`src/rtl/adder_arbiter.sv`:
```
// Two-requester round-robin front end for a shared WIDTH-bit wrapping adder.
// A 3-state FSM (IDLE/EXEC/RESP) drives registered gnt/done handshake outputs and the result.
module adder_arbiter #(
  parameter int unsigned WIDTH = 8
) (
  input  logic             clk,
  input  logic             rst_n,
  input  logic             req0,
  input  logic [WIDTH-1:0] x0,
  input  logic [WIDTH-1:0] y0,
  output logic             gnt0,
  output logic             done0,
  input  logic             req1,
  input  logic [WIDTH-1:0] x1,
  input  logic [WIDTH-1:0] y1,
  output logic             gnt1,
  output logic             done1,
  output logic [WIDTH-1:0] result,
  output logic             busy
);

  localparam logic [1:0] IDLE = 2'd0;
  localparam logic [1:0] EXEC = 2'd1;
  localparam logic [1:0] RESP = 2'd2;

  logic [1:0]       state;
  logic [WIDTH-1:0] op_x;
  logic [WIDTH-1:0] op_y;
  logic             owner;
  logic             last_owner;
  logic             win1;

  // Requester 1 wins when it is alone, or on a tie when 0 owned the adder last.
  always_comb begin
    win1 = req1 & (~req0 | ~last_owner);
  end

  always_ff @(posedge clk or negedge rst_n) begin
    if (!rst_n) begin
      state      <= IDLE;
      op_x       <= '0;
      op_y       <= '0;
      owner      <= 1'b0;
      last_owner <= 1'b1;
      gnt0       <= 1'b0;
      gnt1       <= 1'b0;
      done0      <= 1'b0;
      done1      <= 1'b0;
      result     <= '0;
      busy       <= 1'b0;
    end else begin
      case (state)
        IDLE: begin
          if (req0 | req1) begin
            owner <= win1;
            op_x  <= win1 ? x1 : x0;
            op_y  <= win1 ? y1 : y0;
            gnt0  <= ~win1;
            gnt1  <= win1;
            busy  <= 1'b1;
            state <= EXEC;
          end
        end
        EXEC: begin
          gnt0   <= 1'b0;
          gnt1   <= 1'b0;
          result <= op_x + op_y;
          done0  <= ~owner;
          done1  <= owner;
          state  <= RESP;
        end
        RESP: begin
          done0      <= 1'b0;
          done1      <= 1'b0;
          busy       <= 1'b0;
          last_owner <= owner;
          state      <= IDLE;
        end
        default: begin
          gnt0  <= 1'b0;
          gnt1  <= 1'b0;
          done0 <= 1'b0;
          done1 <= 1'b0;
          busy  <= 1'b0;
          state <= IDLE;
        end
      endcase
    end
  end

endmodule

```
`config.mk`:
```
export PLATFORM = sky130hd
export DESIGN_NAME = adder_arbiter
export DESIGN_NICKNAME = d
export VERILOG_FILES = /design/src/rtl/adder_arbiter.sv
export SDC_FILE = /design/constraint.sdc
export NUM_CORES = 1
export LEC_CHECK = 0
export BUFFER_PORTS_ARGS = -buffer_cell sky130_fd_sc_hd__buf_2
export CORE_AREA = 2 2 63 65
export CTS_BUF_LIST = sky130_fd_sc_hd__clkbuf_4 sky130_fd_sc_hd__clkbuf_8
export DETAILED_ROUTE_END_ITERATION = 8
export DIE_AREA = 0 0 65 67
export PLACE_DENSITY = 0.74
export SYNTH_ARGS = -nofsm -noshare
export SYNTH_HDL_FRONTEND = slang
export SYNTH_SLANG_ARGS = --single-unit
```
`constraint.sdc`:
```
create_clock -name clk -period 2.35 [get_ports clk]
set_input_delay 0.235 -clock clk [delete_from_list [all_inputs] [get_ports clk]]
set_output_delay 0.235 -clock clk [all_outputs]
set_load 0.05 [all_outputs]
```
* Yosys cells after proc, flatten, opt, wreduce, memory -nomap -nowiden
Cells that the tools add are included.
** Word-level totals
- Register bits after elaboration :: 33
- Output and inout port bits :: 13
- Bits of input ports :: 36
- Logic and storage cells :: 40
** Operators by class
- Equal/unequal tests :: 3
- Add/subtract/negate cells :: 1
- Bitwise operators :: 9
- Multiplexer cells :: 12
- Reduce and logical (&&, ||, !) cells :: 4
** Operators with widths (number)
- $mux W8 :: 2
- $pmux W1 S2 :: 5
- $add A8 B8 Y8 :: 1
- $not A1 Y1 :: 6
- $reduce_and A2 Y1 :: 3
- $pmux W2 S2 :: 1
- $mux W1 :: 3
- $eq A2 B1 Y1 const B :: 1
- $eq A2 B2 Y1 const B :: 1
- $logic_not A2 Y1 :: 1
- $mux W2 :: 1
- $ne A2 B2 Y1 const B :: 1
- $or A1 B1 Y1 :: 2
- $and A1 B1 Y1 :: 1

* Logic depth before layout (Yosys ltp)
Gate-level depths: netlist of the first run.
- Depth after elaboration :: 6
- Depth in mapped cells :: 7
- Mapped depth without buffers :: 7

* Least setup slack after synthesis of the first run
Ideal clock, no wire load.
- Path type :: reg2reg
- Start :: reg op_x[0]
- End :: reg result[6]
- Required time :: 2.280 ns
- Cell stages (with the launch flop) :: 8
- Path buffers :: 0
- Slack :: 0.580 ns
- Period minus slack after synthesis :: 1.770 ns
- Setup time :: 0.070 ns
- Data arrival time :: 1.700 ns
- Cells stage by stage :: dfrtp_1 ha_1 inv_1 fa_1 nor2b_4 o31a_1 or4_1 nand3_1
** On the way
- Word-level cells in the longest chain between the ends :: 1
** RTL lines
- start, declared :: RTL line 27 : logic [WIDTH-1:0] op_x;
- start signal, assigned :: RTL line 56 : op_x <= win1 ? x1 : x0;
- $add A8 B8 Y8 :: RTL line 67 : result <= op_x + op_y;
- end signal, assigned :: RTL line 67
- end, declared :: RTL line 18 : output logic [WIDTH-1:0] result,
No other way between the ends.
A chain may end at the register's enable or synchronous reset.

* Final worst setup path of the first run
Ends and elaborated chain as after synthesis.

==> results of run 1 <==
-- critical path, delay by kind of cell (launching register included) --
kind                       cells  cell delay (ns)
AOI/OAI and AO/OA              1             0.26
and+or+nand+nor                3             0.61
adders and majority gates      2             0.48
DFF                            1             0.39
buffers and inverters          1             0.07
-- area by class of cell --
class	instances	share of cell area (%)
Clock buffer	7	3.974
Clock inverter	1	0.3559
Inverter	12	2.135
Multi-Input combinational cell	136	39.38
Sequential cell	33	39.21
Tap cell	48	2.847
Timing Repair Buffer	50	12.10
-- through the flow --
step / worst slack (ns) / area [µm²] / util [%] / total power [mW] / std cells
CTS: 0.4744 / 2110 / 58.50 / 3.417 / 287
floorplan: 0.5802 / 1754 / - / 2.583 / 190
detailed placement: 0.4856 / 2018 / 55.97 / 2.973 / 279
finish: 0.4719 / 2110 / 58.50 / 3.397 / 287
global placement: 0.5430 / 2018 / 55.97 / 2.938 / 279
global route: 0.3808 / 2110 / 58.50 / 3.707 / 287
-- worst paths after layout --
kind                            startpoint   endpoint  slack [ns]
worst max register to register     op_x[0]  result[6]        0.47
worst min-delay path                 rst_n       gnt0       -0.01
worst min register to register   result[0]  result[0]        0.47
max in group asynchronous            rst_n    op_y[5]        1.89
worst max-delay path               op_x[0]  result[6]        0.47
min in group clk                     x1[4]    op_x[4]        0.18
-- cell families (layout without fill, tap and decap cells) --
family / Yosys count / after routing / share of synthesized area, %
simple gates: 72 / 72 / 19.04
buf+inv: 21 / 70 / 5.492
mux: 3 / 3 / 1.712
xor+xnor: 2 / 2 / 0.9988
compound gates: 51 / 51 / 19.47
flops: 33 / 33 / 47.15
fa+ha+maj: 8 / 8 / 6.134
-- power by group through the flow --
| stage | sequential, mW | clock [mW] | combinational [mW] |
|---|---|---|---|
| final | 1.06 | 0.434 | 1.90 |
| after global routing | 1.10 | 0.485 | 2.12 |
| after CTS | 1.06 | 0.447 | 1.91 |
| after detailed placement | 1.07 | 0 | 1.90 |
| after global placement | 1.06 | 0 | 1.88 |
| after floorplan | 1.38 | 0 | 1.21 |
-- registers in the layout, indices dropped and copies added, names as in the netlist --
signal / count
state: 2
last_owner: 1
op_x: 8
result: 8
owner: 1
busy: 1
done0: 1
gnt1: 1
op_y: 8
done1: 1
gnt0: 1
-- synthesized netlist by cell type, types with 2 or more instances --
library cell and count:
inv_1 11, a21o_1 3, a32oi_1 3, dfrtp_1 32
o31a_1 2, o211ai_1 2, mux2i_1 3, ha_1 7
nand2b_1 2, nor3_1 4, o21bai_1 2, nand3_1 2
a21oi_1 3, a211oi_1 4, nor2_1 19, nor3b_1 3
a31oi_1 13, o21ai_0 12, nand2_1 36, buf_2 8
-- routing by layer --
layer  routed length (µm)  GRT usage, %
met3                  184         5.236
met2                 1560         28.99
met5                    0             0
met4                   51         7.181
met1                 1769         27.54
==> impl_metrics.tcl, run 1 <==
set metrics [dict create \
    status "finished, violations left" \
    violations "negative hold slack" \
    worstHoldPathType "in -> async" \
    slew_viol_final 0 \
    die_w_um 65 \
    hold_viol 8 \
    critical_path_class "reg -> reg" \
    clockBufferDepth 2 \
    holdWs_ns -0.01218 \
    port_buffers 48 \
    worst_slew_pin_slew_ns 0.7108 \
    post_cts_resized 0 \
    io_pins 49 \
    path_cells "ha_1 -> inv_1 -> fa_1 -> nor2b_4 -> o31a_1 -> or4_1 -> nand3_1" \
    syn_nets 234 \
    synth_edf_count 0 \
    rows 22 \
    cts_tree "built" \
    wirelength_um 3565 \
    first_pass_iters 4 \
    htree_num_levels 2 \
    cp.arrival_ns 2.10 \
    max_freq_mhz 532.5 \
    initial_core_util_pct 48.65 \
    seqPwrFrac_pct 31.3 \
    drc 0 \
    comb_power_share_pct 55.9 \
    synth-seq-cells 33 \
    die_area_um2 4355 \
    pwr-share-clk_pct 12.8 \
    relSlewSlack_pct 52.61 \
    start_kind "flip-flop" \
    cp_max_fo 3 \
    synth-main-ff-cell "dfrtp_1" \
    crit_path_max_incr_delay_ns 0.47 \
    viasPerCell 5.275 \
    grt_max_degree 36 \
    fin_setup_tns_ns 0 \
    multiInputGateArea_um2 830.8 \
    postCtsSetupBuffers 0 \
    clk_pin_slew_ns 0.07 \
    final_cell_mix "buf_2 (48), nand2_1 (36), dfrtp_1 (32)" \
    drt_iter0_markers 83 \
    max-cap-violations 0 \
    routabilityCongestion 0.8317 \
    avgRoutedWirePerCell_um 12.42 \
    ys_seq_area_share_pct 47.15 \
    syn_inst 190 \
    synth_area_um2 1754 \
    hold_buffers 0 \
    register_area_um2 827.0 \
    antenna_found_initial 0 \
    grt_pass1_wl_um 6410 \
    synth_top_cell_by_area "dfrtp_1" \
    coreArea_um2 3606 \
    numCtsBuffers 5 \
    antenna_cells 0 \
    root_buffer "clkbuf_8" \
    reg2regPathDepth 7 \
    yosysUniqueCellTypes 39 \
    nets 282 \
    final.min_clock_period_ns 1.878 \
    power_density_nw_per_um2 1610 \
    grt_setup_unrepaired "no" \
    peakVddDrop_mv 0.6270 \
    swShare_pct 47.31 \
    syn2layout_area_growth_pct 20.26 \
    grt_pass1_vias 1414 \
    power.internal_mw 1.790 \
    syn_avg_cell_area_um2 9.233 \
    required_ns 2.57 \
    synth.area.top_cells "dfrtp_1 (46%), nand2_1 (7.7%), ha_1 (5.0%), a31oi_1 (4.6%), nor2_1 (4.1%)" \
    drive_above_1_share_pct 26.78 \
    vias 1514 \
    synth_top_area_share_pct 45.65 \
    fin_crit_sh_pct 79.92 \
    overflow 0 \
    die_h_um 67 \
    fin_worst_skew_ns 0.007792 \
    worst_skew_pair.late_latency_ns 0.29 \
    setup_viol 0 \
    worst_path_max_delay_cell "or4_1" \
    worstSetupEndpointType "flip-flop" \
    dp_hpwl_um 2686 \
    async_flop_share_pct 100.0 \
    fillCellCount 336 \
    switchingPower_mw 1.607 \
    cts.sinks 33 \
    leakage_nw 1.029 \
    yosysWarningCount 0 \
    mostFrequentLayoutCell "buf_2" \
    ant_nets 0 \
    grt.total_usage_pct 19.62 \
]
No activity file was read; power rests on OpenSTA's default activity.
==> run 2: changes to the inputs <==
Clock period 2.35 ns to 1.95 ns, I/O delays scaled along.
==> run 2 against run 1 <==
The run now ends clean; routed wire length rose by 3.8%; total power grew 23%; first-iteration DRC count shrank 47%; worst setup slack got worse by 0.35 ns; clock skew fell by 0.0017 ns; cell area up 2.1%; hold slack better by 0.16 ns; non-clock buffer count grew 4; sequential share of layout area shrank 0.80 points; clock-buffer cell count did not move; cell count rose by 1.4%; critical path type unchanged; largest cell class unchanged.
==> impl_metrics.tcl, run 2 (synthesis results as in run 1) <==
set metrics [dict create \
    status "completed" \
    die_area_um2 4355 \
    mostFrequentLayoutCell "buf_2" \
    seqPwrFrac_pct 30.6 \
    worstSetupEndpointType "flip-flop" \
    cp.arrival_ns 2.05 \
    final_cell_mix "buf_2 (48), nand2_1 (36), dfrtp_1 (32)" \
    grt_pass1_vias 1398 \
    fin_worst_skew_ns 0.006064 \
    register_area_um2 827.0 \
    die_w_um 65 \
    max-cap-violations 0 \
    antenna_cells 0 \
    fin_setup_tns_ns 0 \
    cp_max_fo 3 \
    antenna_found_initial 0 \
    pwr-share-clk_pct 13.1 \
    ant_nets 0 \
    overflow 0 \
    slew_viol_final 0 \
    die_h_um 67 \
    drive_above_1_share_pct 28.40 \
    viasPerCell 5.186 \
    nets 286 \
    worst_skew_pair.late_latency_ns 0.29 \
    htree_num_levels 2 \
    cts_tree "built" \
    drt_iter0_markers 44 \
    grt_pass1_wl_um 6375 \
    setup_viol 0 \
    grt.total_usage_pct 19.54 \
    crit_start "op_x[0]" \
    switchingPower_mw 1.960 \
    routabilityCongestion 0.8545 \
    leakage_nw 1.048 \
    drc 0 \
    final.min_clock_period_ns 1.824 \
    fin_crit_sh_pct 93.54 \
    rr_startpoint "op_x[0]" \
    fin_cells 291 \
    critical_path_class "reg -> reg" \
    top_regs "op_x: 8 flops, op_y: 8 flops, result: 8 flops" \
    numCtsBuffers 5 \
    grt_max_degree 36 \
    total_power_mw 4.178 \
    swShare_pct 46.91 \
    comb_power_share_pct 56.3 \
    syn2layout_area_growth_pct 22.75 \
    first_pass_iters 4 \
    hp-start "x1[4]" \
    root_buffer "clkbuf_8" \
    multiInputGateArea_um2 835.8 \
    max_freq_mhz 548.2 \
    worst_slew_pin_slew_ns 0.7041 \
    dpl_cell_area_um2 2041 \
    io_pins 49 \
    fin_area_um2 2153 \
    clk_pin_slew_ns 0.07 \
    hold_viol 0 \
    peakVddDrop_mv 0.8193 \
    start_kind "flip-flop" \
    worstHoldPathType "in -> reg" \
    relSlewSlack_pct 53.06 \
    power.internal_mw 2.218 \
    grt_setup_unrepaired "no" \
    power_density_nw_per_um2 1940 \
    initial_core_util_pct 48.65 \
    cts.sinks 33 \
    coreArea_um2 3606 \
    port_buffers 48 \
    rows 22 \
    avgRoutedWirePerCell_um 12.72 \
    vias 1509 \
    required_ns 2.17 \
    fillCellCount 352 \
    wirelength_um 3701 \
    postCtsSetupBuffers 0 \
    dp_hpwl_um 2762 \
    dp.cells 282 \
    clockBufferDepth 2 \
]
run 2: changes by cell type in the layout (fill, tap and decap cells not counted):
cell | before | now
clkbuf_8 | 5 | 6
clkbuf_4 | 2 | 1
ha_2 | 0 | 1
dlygate4sd3_1 | 0 | 1
ha_1 | 7 | 6
fa_1 | 1 | 0
buf_4 | 2 | 5
fa_2 | 0 | 1
run 2: power groups by stage:
stage | clock [mW] | combinational, mW | sequential [mW]
final | 0.545 | 2.35 | 1.28
after global routing | 0.586 | 2.64 | 1.33
after CTS | 0.559 | 2.37 | 1.28
after detailed placement | 0 | 2.35 | 1.30
after global placement | 0 | 2.31 | 1.27
after floorplan | 0 | 1.45 | 1.66
run 2: path summary, 6_finish.rpt:
path	depth (start not counted)	slack (ns)	endpoint
min in group asynchronous	2	0.49	op_x[5]
min reg2reg	1	0.47	result[4]
max	7	0.13	result[6]
min	3	0.14	op_x[4]
max reg2reg	7	0.13	result[6]
max in group asynchronous	2	1.01	done0
run 2: final cells by class:
cell class	instances	share of cell area [%]
flip-flops and latches	33	38.41
well taps	48	2.789
repair buffers	54	13.36
inverters	12	2.092
clock inverters	1	0.3486
multi-input cells	136	38.81
clock buffers	7	4.184
run 2: critical path, cell delays in order, from the launching register on:
cell and delay, ns:
dfrtp_1 0.38, ha_2 0.20, inv_1 0.08, fa_2 0.24
nor2b_4 0.05, o31a_1 0.26, or4_1 0.47, nand3_1 0.09
run 2: metrics by stage:
stage | setup slack [ns] | hold WS (ns) | utilization (%)
finish | 0.1259 | 0.1438 | 59.72
floorplan | 0.1802 | -0.1006 | -
CTS | 0.08016 | 0.1413 | 59.58
detailed placement | 0.09449 | 0.2929 | 56.59
global placement | 0.1393 | 0.2882 | 56.59
global route | 0.01377 | 0.1495 | 59.72
run 2: timing repair:
action,in CTS,in global routing
gates resized for setup,0,2
setup endpoints to repair,0,1
hold buffers,1,0
hold endpoints to repair,32,0
run 2: metal layers:
layer	up-vias	wire, µm	track usage, %
met5	-	0	0
met4	0	78	10.37
met3	7	161	3.041
met2	46	1635	30.28
met1	686	1825	26.32
li1	770	-	-
==> run 3: changes to the inputs <==
Settings changed: GPL_TIMING_DRIVEN from default to 0.
==> run 3 against run 2 <==
First-iteration DRC count down 20%; clock skew up 0.0052 ns; core utilization is 0.38 points higher; sequential power decreased by 3%; fmax down 1.8%.
==> impl_metrics.tcl, run 3 (synthesis results as in run 1) <==
set metrics [dict create \
    status "completed" \
    fillCellCount 367 \
    worst_slew_pin_slew_ns 0.7086 \
    die_h_um 67 \
    numCtsBuffers 5 \
    grt.total_usage_pct 19.78 \
    grt_pass1_wl_um 6437 \
    dp_hpwl_um 2831 \
    root_buffer "clkbuf_8" \
    rows 22 \
    fin_worst_skew_ns 0.01129 \
    pre_cts_ws_ns 0.06880 \
    mostFrequentLayoutCell "buf_2" \
    cts.sinks 33 \
    avgRoutedWirePerCell_um 12.48 \
    viasPerCell 5.054 \
    io_pins 49 \
    clockBufferDepth 2 \
    cp.arrival_ns 2.09 \
    post-route-util_pct 60.10 \
    cp_max_fo 3 \
    swShare_pct 47.04 \
    required_ns 2.18 \
    fin_setup_tns_ns 0 \
    hold_viol 0 \
    worst_skew_pair.late_latency_ns 0.29 \
    switchingPower_mw 1.968 \
    die_area_um2 4355 \
    fin_crit_sh_pct 95.25 \
    crit_start "op_x[0]" \
    initial_core_util_pct 48.65 \
    comb_power_share_pct 58.4 \
    grt_setup_unrepaired "no" \
    top_regs "op_x: 8 flops, op_y: 8 flops, result: 8 flops" \
    max_freq_mhz 538.4 \
    grt_max_degree 34 \
    multiInputGateArea_um2 839.6 \
    layout_setup_ws_ns 0.09267 \
    worstSetupEndpointType "flip-flop" \
    start_kind "flip-flop" \
    pwr-share-clk_pct 12.0 \
    die_w_um 65 \
    final.min_clock_period_ns 1.857 \
    power_density_nw_per_um2 1930 \
    setup_viol 0 \
    max-cap-violations 0 \
    antenna_cells 0 \
    leakage_nw 1.069 \
    vias 1496 \
    routabilityCongestion 0.8323 \
    seqPwrFrac_pct 29.6 \
    peakVddDrop_mv 0.7400 \
    power.internal_mw 2.215 \
    antenna_found_initial 0 \
    coreArea_um2 3606 \
    relSlewSlack_pct 52.76 \
    slew_viol_final 0 \
    port_buffers 48 \
    syn2layout_area_growth_pct 23.54 \
    clk_pin_slew_ns 0.07 \
    overflow 0 \
    first_pass_iters 4 \
    hp-start "x1[4]" \
    worstHoldPathType "in -> reg" \
    drc 0 \
    drt_iter0_markers 35 \
    drive_above_1_share_pct 30.24 \
    r2r_slack_ns 0.09 \
    wirelength_um 3695 \
    grt_pass1_vias 1480 \
    rr_startpoint "op_x[0]" \
    nets 291 \
    htree_num_levels 2 \
    register_area_um2 827.0 \
    critical_path_class "reg -> reg" \
    cts_tree "built" \
    final_cell_mix "buf_2 (56), nand2_1 (36), dfrtp_1 (32)" \
    ant_nets 0 \
]
==> run 3: layout make-up <==
class | count | share of cell area, %
plain buffers | 9 | 2.367
multi-input cells | 136 | 38.74
repair buffers | 50 | 11.89
flip-flops and latches | 33 | 38.16
well taps | 48 | 2.771
clock buffers | 6 | 3.522
clock inverters | 2 | 0.4619
inverters | 12 | 2.079
==> run 3: metal layers <==
metal	up-vias	GRT usage (%)	share of wire, %	wire [µm]
met5	-	0	0	0
met4	0	8.777	1.9	69
met3	7	4.899	5.4	198
met2	38	32.60	46	1702
met1	673	24.52	47	1725
li1	778	-	-	-
==> run 3: metrics by stage <==
step	std cells	cell area (µm²)	hold slack (ns)	power (mW)
after floorplan	190	1754	-0.1006	3.113
after global placement	286	2054	0.2850	3.599
after detailed placement	286	2054	0.2878	3.646
after CTS	295	2151	0.1354	4.159
after global routing	296	2167	0.1463	4.558
final	296	2167	0.1435	4.183
==> run 3: worst paths after layout <==
kind,end,depth (start not counted)
worst max-delay path,result[6],7
worst min-delay path,op_x[4],3
worst max register to register,result[6],7
worst min register to register,result[0],2
max in group asynchronous,op_y[1],2
min in group asynchronous,result[4],2
==> run 3: power groups by stage <==
stage	Clock [mW]	Sequential (mW)	Combinational, mW
after detailed placement	0	1.25	2.39
after CTS	0.515	1.24	2.40
after global routing	0.555	1.29	2.72
after floorplan	0	1.66	1.45
final	0.504	1.24	2.44
after global placement	0	1.24	2.36
==> run 3: timing repair <==
item	4_1_cts	5_1_grt
setup buffers	0	1
setup endpoints to repair	0	1
hold buffers	1	0
gates resized for setup	0	3
endpoints found under the hold margin	32	0
==> run 3: critical path: stages, from the launching register on <==
cell and delay, ns:
dfrtp_1 0.41, ha_2 0.21, inv_1 0.08, fa_2 0.24, nor2b_4 0.05, o31a_1 0.26
or4_4 0.48, nand3_1 0.09
